$ cat src/rtl/pipeline_pkg.sv
// Shared definitions for the 8-bit pipelined core: datapath widths, the
// canonical NOP encoding and the fetch-stage state type.
package pipeline_pkg;

    localparam int PC_W    = 8;
    localparam int INSTR_W = 16;

    localparam logic [INSTR_W-1:0] NOP = '0;

    typedef enum logic [1:0] {
        IDLE = 2'd0,
        REQ  = 2'd1,
        HOLD = 2'd2
    } if_state_t;

    // Sequential instruction address; wraps modulo 2**PC_W with no carry out.
    function automatic logic [PC_W-1:0] pc_step(input logic [PC_W-1:0] pc);
        return pc + PC_W'(2);
    endfunction

endpackage

$ cat src/rtl/pipeline_if_if.sv
// Instruction-memory request/ready handshake between the fetch stage
// (master) and the instruction memory (slave).
interface pipeline_if_if #(
    parameter int DATA_W = pipeline_pkg::INSTR_W
);

    logic                          imem_req;
    logic [pipeline_pkg::PC_W-1:0] imem_addr;
    logic                          imem_ready;
    logic [DATA_W-1:0]             imem_rdata;

    modport master (
        output imem_req,
        output imem_addr,
        input  imem_ready,
        input  imem_rdata
    );

    modport slave (
        input  imem_req,
        input  imem_addr,
        output imem_ready,
        output imem_rdata
    );

endinterface

$ cat src/rtl/pipeline_if.sv
// Instruction-fetch stage: owns the PC, issues instruction-memory requests,
// registers each fetched instruction with its link value (PC+2) into the
// IF/ID boundary, parks one instruction in a hold buffer while ID is stalled,
// and redirects on taken branches from EX.
module pipeline_if #(
    parameter logic [pipeline_pkg::PC_W-1:0] RESET_PC = 8'h00,
    parameter int                            INSTR_W  = pipeline_pkg::INSTR_W,
    parameter logic [INSTR_W-1:0]            NOP      = pipeline_pkg::NOP
) (
    input  logic                          clk,
    input  logic                          rst,
    input  logic                          stall,
    input  logic                          br_taken,
    input  logic [pipeline_pkg::PC_W-1:0] br_target,
    pipeline_if_if.master                 imem,
    output logic [INSTR_W-1:0]            if_instr,
    output logic [pipeline_pkg::PC_W-1:0] if_pc2,
    output logic                          if_valid
);
    import pipeline_pkg::*;

    if_state_t          state_q, state_d;
    logic [PC_W-1:0]    pc_q, pc_d;
    logic [INSTR_W-1:0] if_instr_q, if_instr_d;
    logic [PC_W-1:0]    if_pc2_q, if_pc2_d;
    logic               if_valid_q, if_valid_d;
    logic [INSTR_W-1:0] hold_instr_q, hold_instr_d;
    logic [PC_W-1:0]    hold_pc2_q, hold_pc2_d;

    logic               imem_accept;
    logic [PC_W-1:0]    pc_plus2;
    logic               unused_br_target_lsb;

    // Branch targets are halfword aligned; the LSB is deliberately dropped.
    assign unused_br_target_lsb = br_target[0];

    // Requests only from REQ, and never in a cycle that is being redirected,
    // so a branch cannot race a stale fetch into the pipeline.
    assign imem.imem_req  = (state_q == REQ) && !br_taken;
    assign imem.imem_addr = pc_q;
    assign imem_accept    = imem.imem_req && imem.imem_ready;
    assign pc_plus2       = pc_step(pc_q);

    assign if_instr = if_instr_q;
    assign if_pc2   = if_pc2_q;
    assign if_valid = if_valid_q;

    // Next-state decision; load priority is br_taken > stall > accept.
    always_comb begin
        state_d      = state_q;
        pc_d         = pc_q;
        if_instr_d   = if_instr_q;
        if_pc2_d     = if_pc2_q;
        if_valid_d   = if_valid_q;
        hold_instr_d = hold_instr_q;
        hold_pc2_d   = hold_pc2_q;

        if (br_taken) begin
            // Flush IF/ID and the hold buffer; any response this cycle is dropped.
            state_d      = REQ;
            pc_d         = {br_target[PC_W-1:1], 1'b0};
            if_instr_d   = NOP;
            if_valid_d   = 1'b0;
            hold_instr_d = NOP;
            hold_pc2_d   = '0;
        end else begin
            unique case (state_q)
                IDLE: begin
                    state_d = REQ;
                end
                REQ: begin
                    if (imem_accept) begin
                        pc_d = pc_plus2;
                        if (!stall || !if_valid_q) begin
                            if_instr_d = imem.imem_rdata;
                            if_pc2_d   = pc_plus2;
                            if_valid_d = 1'b1;
                        end else begin
                            // ID still owns the current output: park the new one.
                            hold_instr_d = imem.imem_rdata;
                            hold_pc2_d   = pc_plus2;
                            state_d      = HOLD;
                        end
                    end else if (!stall) begin
                        if_instr_d = NOP;
                        if_valid_d = 1'b0;
                    end
                end
                HOLD: begin
                    if (!stall) begin
                        if_instr_d   = hold_instr_q;
                        if_pc2_d     = hold_pc2_q;
                        if_valid_d   = 1'b1;
                        hold_instr_d = NOP;
                        hold_pc2_d   = '0;
                        state_d      = REQ;
                    end
                end
                default: begin
                    state_d = IDLE;
                end
            endcase
        end
    end

    // State and IF/ID registers; rst wins over everything including br_taken.
    always_ff @(posedge clk) begin
        if (rst) begin
            state_q      <= IDLE;
            pc_q         <= RESET_PC;
            if_instr_q   <= NOP;
            if_pc2_q     <= '0;
            if_valid_q   <= 1'b0;
            hold_instr_q <= NOP;
            hold_pc2_q   <= '0;
        end else begin
            state_q      <= state_d;
            pc_q         <= pc_d;
            if_instr_q   <= if_instr_d;
            if_pc2_q     <= if_pc2_d;
            if_valid_q   <= if_valid_d;
            hold_instr_q <= hold_instr_d;
            hold_pc2_q   <= hold_pc2_d;
        end
    end

endmodule

$ cat src/flat_wrapper.sv
// flat-port wrapper written by rule: the top's interface ports become plain ports
module pipeline_if_flat import pipeline_pkg::*;
#(
    parameter logic [pipeline_pkg::PC_W-1:0] RESET_PC = 8'h00,
    parameter int                            INSTR_W  = pipeline_pkg::INSTR_W,
    parameter logic [INSTR_W-1:0]            NOP      = pipeline_pkg::NOP
)
  (clk, rst, stall, br_taken, br_target, if_instr, if_pc2, if_valid, imem_imem_req, imem_imem_addr, imem_imem_ready, imem_imem_rdata);
  pipeline_if_if imem_i ();
  input  logic clk;
  input  logic rst;
  input  logic stall;
  input  logic br_taken;
  input  logic [pipeline_pkg::PC_W-1:0] br_target;
  output logic [INSTR_W-1:0] if_instr;
  output logic [pipeline_pkg::PC_W-1:0] if_pc2;
  output logic if_valid;
  output wire logic [$bits(imem_i.imem_req)-1:0] imem_imem_req;
  output wire logic [$bits(imem_i.imem_addr)-1:0] imem_imem_addr;
  input wire logic [$bits(imem_i.imem_ready)-1:0] imem_imem_ready;
  input wire logic [$bits(imem_i.imem_rdata)-1:0] imem_imem_rdata;
  assign imem_imem_req = imem_i.imem_req;
  assign imem_imem_addr = imem_i.imem_addr;
  assign imem_i.imem_ready = imem_imem_ready;
  assign imem_i.imem_rdata = imem_imem_rdata;
  pipeline_if #(.RESET_PC(RESET_PC), .INSTR_W(INSTR_W), .NOP(NOP)) u_core (.clk(clk), .rst(rst), .stall(stall), .br_taken(br_taken), .br_target(br_target), .imem(imem_i), .if_instr(if_instr), .if_pc2(if_pc2), .if_valid(if_valid));
endmodule
$ cat config.mk
export PLATFORM = sky130hd
export DESIGN_NAME = pipeline_if_flat
export DESIGN_NICKNAME = d
export VERILOG_FILES = /design/src/rtl/pipeline_pkg.sv /design/src/rtl/pipeline_if_if.sv /design/src/rtl/pipeline_if.sv /design/src/flat_wrapper.sv
export SDC_FILE = /design/constraint.sdc
export NUM_CORES = 1
export LEC_CHECK = 0
export CAP_MARGIN = 40
export CORE_MARGIN = 8
export CORE_UTILIZATION = 52
export DETAILED_ROUTE_END_ITERATION = 7
export GPL_TIMING_DRIVEN = 0
export PLACE_DENSITY = 0.85
export SLEW_MARGIN = 20
export SYNTH_ARGS = -nofsm -noshare
export SYNTH_HDL_FRONTEND = slang
export SYNTH_SLANG_ARGS = --single-unit
$ cat constraint.sdc
create_clock -name clk -period 2.3 [get_ports clk]
set_input_delay 0.23 -clock clk [delete_from_list [all_inputs] [get_ports clk]]
set_output_delay 0.23 -clock clk [all_outputs]
set_load 0.02 [all_outputs]
==> metrics.cfg, run 1 <==
[run_status]
status = finished, final reports clean

[critical_path]
path_max_fanout = 10
regToRegSetupSlack_ns = 0.49
end_kind = primary output
arrival_ns = 1.76
criticalPathCategory = register to primary output
worst_path_largest_cell_delay_ns = 0.61
cp_data_required_time_ns = 2.07
worst-r2r-cell-count = 5
worstPathCellList = clkbuf_1, nand2b_1, nor2_1, clkdlybuf4s50_1
rr_endpoint = u_core.if_instr[8]$_SDFFE_PP0P_
path_delay_family = buffers and inverters
crit_buf_inv = 2
worstSetupStartpointType = register
crit-reg2reg-launch = u_core.state_q[1]$_SDFFE_PP0P_
critPathSlowestCell = clkdlybuf4s50_1

[clocking]
cts_setup_buffers = 0
h-tree-depth = 2
numCtsBuffers = 5
postCtsHoldBufs = 0
path_clk_slew_ns = 0.09
cts_resized = 0
clock_sinks = 56
cts_root_buffer = clkbuf_8
cts_buffer_depth = 2
cts_tree = done
clock_latency_ns = 0.31

[yosys]
synth_cells = 287
yosysMostFrequentCell = dfxtp_1
async_reset_ff_share_pct = 0
synth-main-ff-cell = dfxtp_1
netlist_area_um2 = 2500
synth_edf_count = 0
synth.area.top_cells = dfxtp_1 (45%), a22oi_1 (6.9%), nor2_1 (5.3%)
yosysTopAreaCellShare_pct = 44.8
ys_seq_area_share_pct = 44.8
ys_ff_latch = 56
ys_top_cells_by_count = dfxtp_1 (56), nor2_1 (35), nand2_1 (28)
yosys.cell_types.count = 44
avgSynthCellArea_um2 = 8.71
yosys_warnings = 0
yosys.area.top_type = dfxtp_1

[timing]
worst_pin_slew_ns = 0.513
final_hold_viol_count = 0
finalCritPeriodShare_pct = 86.5
fin_setup_tns_ns = 0
finalMaxSlewViolations = 0
skew_ns = 0.00885
fin_crit_ns = 1.99
final-setup-viol-count = 0
max_freq_mhz = 503
rsz0062_at_grt = no
max-slew-margin-rel_pct = 65.8

[floorplan]
dieWidth_um = 85.4
start_util_pct = 53.3
dieArea_um2 = 7290
io_pins = 63
die-height_um = 85.4
fp-row-count = 25
core_um2 = 4690

[global_routing]
grt_pass1_wl_um = 10900
grt_pass1_vias = 2321
gr-total-overflow = 0
grt_usage_pct = 18.5
grt_antenna_before_repair = 0
grt_max_degree = 19

[drt]
ant_nets = 0
viasPerCell = 5.87
drt_iter0_drc = 229
vias = 2382
drc = 0
drt-wirelength-per-cell_um = 16.5
drt_wl_total_um = 6710
first_pass_iters = 5

[run]
maxCapViolations = 0

[placed_design]
dp_cells = 398
dp_hpwl_um = 4990
gp_congestion = 0.818
io_buffers = 56

[worst_hold_path]
min_from = stall
hold_path_class = primary input to register
hold_depth = 3
min_to = u_core.state_q[1]$_SDFFE_PP0P_

[finish]
multiInputGateArea_um2 = 1240
area_delta_synth_final_pct = 28.9
layout.nets = 381
drive_gt1_share_pct = 8.52
fill_cells = 388
ff_latch_area_um2 = 1120
fin_cells = 406
antenna_cells = 0

[power]
power.leakage_nw = 1.06
power.density_nw_per_um2 = 571
ir_worst_vdd_uv = 401

[where the power goes]
group          total (mW)  leakage (nW)  switching, mW  internal [mW]
logic               0.282         0.556          0.147          0.135
clock network       0.541        0.0445          0.324          0.217
registers            1.02         0.455         0.0237          0.994
total                1.84          1.06          0.496           1.35
[placed cells by master (no fill, tap or decap), types with 2 or more instances in the layout]
master / Yosys / layout
clkdlybuf4s50_1: 0 / 56
dfxtp_1: 56 / 56
nor2_1: 35 / 35
nand2_1: 28 / 28
a22oi_1: 23 / 23
a21oi_1: 23 / 23
nand3_1: 20 / 20
a211oi_1: 17 / 17
clkbuf_1: 11 / 11
buf_2: 9 / 9
o21ai_0: 5 / 5
xnor2_1: 5 / 5
o211ai_1: 5 / 5
clkbuf_8: 0 / 5
nand2b_1: 4 / 4
nor3_1: 4 / 4
buf_4: 4 / 4
nand3b_1: 3 / 3
nand4b_1: 3 / 3
buf_1: 2 / 2
o21a_1: 2 / 2
a311oi_1: 2 / 2
a222oi_1: 2 / 2
mux2i_1: 2 / 2
conb_1: 1 / 2
[metrics by stage]
step / area (µm²) / total power [mW] / util [%] / hold slack, ns / setup WS (ns)
finish: 3220 / 1.84 / 68.7 / 0.298 / 0.311
global route: 3220 / 1.91 / 68.7 / 0.288 / 0.205
floorplan: 2500 / 1.19 / - / 0.377 / 0.735
CTS: 3220 / 1.85 / 68.7 / 0.281 / 0.304
global placement: 3130 / 1.32 / 66.8 / 0.434 / 0.316
detailed placement: 3130 / 1.32 / 66.8 / 0.443 / 0.249
[routing by layer]
layer | share of wire, % | wire length, µm | track usage (%) | vias up
met3 | 5.5 | 369 | 4.63 | 14
met2 | 50 | 3380 | 32.6 | 77
met4 | 2.0 | 136 | 8.44 | 0
met1 | 42 | 2830 | 20.5 | 1129
met5 | 0 | 0 | 0 | -
li1 | - | - | - | 1162
[sequential cells by signal (all words and copies together), names as in the netlist]
register               flops
u_core.hold_instr_q       16
u_core.state_q             2
u_core.hold_pc2_q          7
u_core.imem.imem_addr      7
u_core.if_pc2              7
u_core.if_valid            1
u_core.if_instr           16
[kinds of logic (layout without fill, tap and decap cells)]
logic type	count (synthesis)	after routing	synth area share, %
buffers and inverters	29	93	5.75
muxes	2	2	0.800
xor gates and xnor gates	5	5	1.75
AOI/OAI and AO/OA	87	87	25.4
and+or+nand+nor	106	106	20.9
other	1	2	0.150
DFF	56	56	44.8
adders and majority gates	1	1	0.500
[final cells by class]
| type | count | area share (%) |
|---|---|---|
| clock inverters | 3 | 0.660 |
| clock buffers | 5 | 2.14 |
| inverters | 1 | 0.116 |
| repair buffers | 56 | 17.4 |
| well taps | 54 | 2.10 |
| plain buffers | 28 | 4.35 |
| flip-flops and latches | 56 | 34.8 |
| multi-input cells | 203 | 38.5 |
[how the worst max path moves through the flow]
stage / slack (ns) / endpoint / start / depth (start not counted)
global route: 0.20 / imem_imem_req / u_core.state_q[1]$_SDFFE_PP0P_ / 4
floorplan: 0.74 / u_core.imem.imem_addr[5]$_SDFFE_PP0P_ / u_core.imem.imem_addr[1]$_SDFFE_PP0P_ / 5
CTS: 0.30 / imem_imem_req / u_core.state_q[1]$_SDFFE_PP0P_ / 4
finish: 0.31 / imem_imem_req / u_core.state_q[1]$_SDFFE_PP0P_ / 4
global placement: 0.32 / u_core.if_instr[8]$_SDFFE_PP0P_ / imem_imem_ready / 5
detailed placement: 0.25 / u_core.if_instr[8]$_SDFFE_PP0P_ / imem_imem_ready / 5
[tightest hold or removal path, cell delays in order]
cell     delay [ns]
buf_2          0.16
nand2_1        0.09
a21oi_1        0.07
No activity file was read; power rests on OpenSTA's default activity.
==> inputs of run 2 (changes only) <==
GPL_ROUTABILITY_DRIVEN = 0   (was default)
==> results of run 2 <==
Same layout as run 1: the final DEF is identical, and so are final timing and power.
==> edit: new RTL, settings of run 2 <==
Set the package constant `INSTR_W` to 12 (it was 16).
--- a/src/rtl/pipeline_pkg.sv
+++ b/src/rtl/pipeline_pkg.sv
@@ -5,3 +5,3 @@
     localparam int PC_W    = 8;
-    localparam int INSTR_W = 16;
+    localparam int INSTR_W = 12;
 
Ports: changed (resized if_instr and imem_imem_rdata); port bits go from 63 to 55. No check against the original RTL was run, so the function may have changed too.
==> edit against run 2 <==
- register-to-register slack got worse by 0.13 ns
- synthesized area decreased by 14%
- sequential share of layout area decreased by 0.57 points
- global-route usage decreased by 0.11 points
- setup slack got worse by 0.14 ns
- power decreased by 12%
- die area decreased by 12%
- first-iteration DRC count decreased by 41%
- cell area decreased by 13%
- sequential cell count decreased by 8
- routed wire length decreased by 14%
- via count decreased by 13%
- worst hold slack improved by 0.15 ns
- critical path type is now in2out
- critical endpoint unchanged
- largest cell class unchanged
- highest routed layer unchanged
==> edit: results (changes against run 2) <==
Status
  – Status: finished, final reports clean

Detailed routing
  – Routed metal-1 wire length: 2469 um (-13%)
  – Via density: 5.793 (-1.3%)
  – Met2 wire length: 2732 um (-19%)
  – Drt initial violations: 136 (-41%)
  – Drt pass-1 iters: 4 (-1)
  – Post-DR wirelength/cell: 16.23 um (-1.8%)
  – Met3 routed WL: 496 um (+34%)

Placed design
  – Pre-CTS WS: -0.1998 ns (-0.4485 ns)
  – Area after DPL: 2719 um2 (-13%)
  – HPWL Detailed: 4298 um (-14%)
  – Port Buffers: 51 (-8.9%)
  – Placed Cells: 349 (-12%)

GRT
  – GR Layer Usage met1: 0.2134 (+0.008111)
  – Met2 Use GR: 0.3072 (-0.01880)
  – All-layer global routing usage: 0.1844 (-0.001123)
  – GR met3 Demand/Resource: 0.05804 (+0.01170)
  – Vias in the first global route: 2,035 (-12%)
  – First-pass GRT wire length: 9501 um (-13%)
  – Largest net degree at the start of global routing: 16 (-3)

Finish
  – Share of layout cells above drive strength 1: 0.07818 (-0.007051)
  – #MultiIn Comb: 178 (-12%)
  – Final non-clock buffer share: 0.2169 (-0.0004644)
  – Sequential Area: 960.9 um2 (-14%)
  – Post-route insts no fill: 357 (-12%)
  – Fillers: 338 (-13%)
  – Area occupied by multi-input gates: 1085 um2 (-13%)
  – P&R area growth vs syn: 31.13%
  – NumNets Final: 332 (-13%)
  – Non-clock buffer count: 72 (-14%)
  – Non-clock inverters: 1 (unchanged)
  – Clock network area share: 0.03118 (+0.003230)

Logic synthesis
  – Synth unique cells: 44 (unchanged)
  – Post-synthesis mux area share: 0.009346 (+0.001342)
  – Synth Area in Compound Gates: 0.2389 (-0.01472)
  – Seq/Total Area, Yosys: 0.4486 (about the same)
  – Avg Cell Area, Syn: 8.672 um2 (-0.49%)
  – FF+latch count, synth: 48 (-14%)
  – Synth Area in XOR/XNOR: 0.02862 (+0.01111)
  – Post-Synth Adder-Cell Area: 0.005841 (+0.0008386)
  – Synth top area cells: dfxtp_1 (45%), a22oi_1 (7.7%), nor2_1 (5.6%)
  – Synth cell count leaders: dfxtp_1 (48), nor2_1 (32), nand2_1 (25)

Setup path
  – Worst R2R End: u_core.if_instr[11]
  – CP max stage delay: 0.54 ns (-0.07 ns)
  – RR Startpoint: u_core.state_q[0]
  – Flop-to-flop setup slack: 0.36 ns (-0.13 ns)
  – Crit path DAT: 1.90 ns (+0.14 ns)

Timing
  – Final setup margin: 0.1686 ns (-0.1424 ns)
  – Worst Skew: 0.006898 ns (-0.001951 ns)

Hold path
  – Hold Path Depth: 2 (-1)
  – Hold Startpoint: u_core.hold_pc2_q[4]
  – Worst min path class: reg2reg
  – Worst Hold Path EP: u_core.hold_pc2_q[4]

Clock network
  – PostCTS Resize Cnt: 2 (+2)
  – Bufs on Longest Clock Path: 2 (unchanged)
  – Reg clk slew, reported paths: 0.09 ns (about the same)

Pwr
  – Max IR drop VDD: 418.0 uV (+4.2%)
  – P_leak: 0.9646 nW (-8.6%)

Floorplanning
  – Tap cells: 50 (-7.4%)
edit: cell count changes after synthesis, moves of 4 or more:
cell	delta
o21ai_0	-4
dfxtp_1	-8
a211oi_1	-5
buf_2	-4
a21oi_1	-6
nand3_1	-10
edit: per-stage QoR:
step	TNS [ns]	total power, W	hold WS (ns)
after floorplan	0	0.001015	0.3438
after global placement	-0.1741	0.001130	0.4349
after detailed placement	-0.1998	0.001136	0.4424
after CTS	0	0.001626	0.4544
after global routing	0	0.001685	0.4831
final	0	0.001623	0.4510
edit: where the power goes:
group | internal (W) | switching, W
combinational | 0.000115 | 0.000129
sequential | 0.000852 | 0.0000222
clock | 0.000212 | 0.000292
edit: worst max path at each step:
| stage | start | to |
|---|---|---|
| after floorplan | u_core.state_q[1] | u_core.if_pc2[6] |
| after global placement | br_taken | imem_imem_req |
| after detailed placement | br_taken | imem_imem_req |
| after CTS | br_taken | imem_imem_req |
| after global routing | br_taken | imem_imem_req |
| final | br_taken | imem_imem_req |
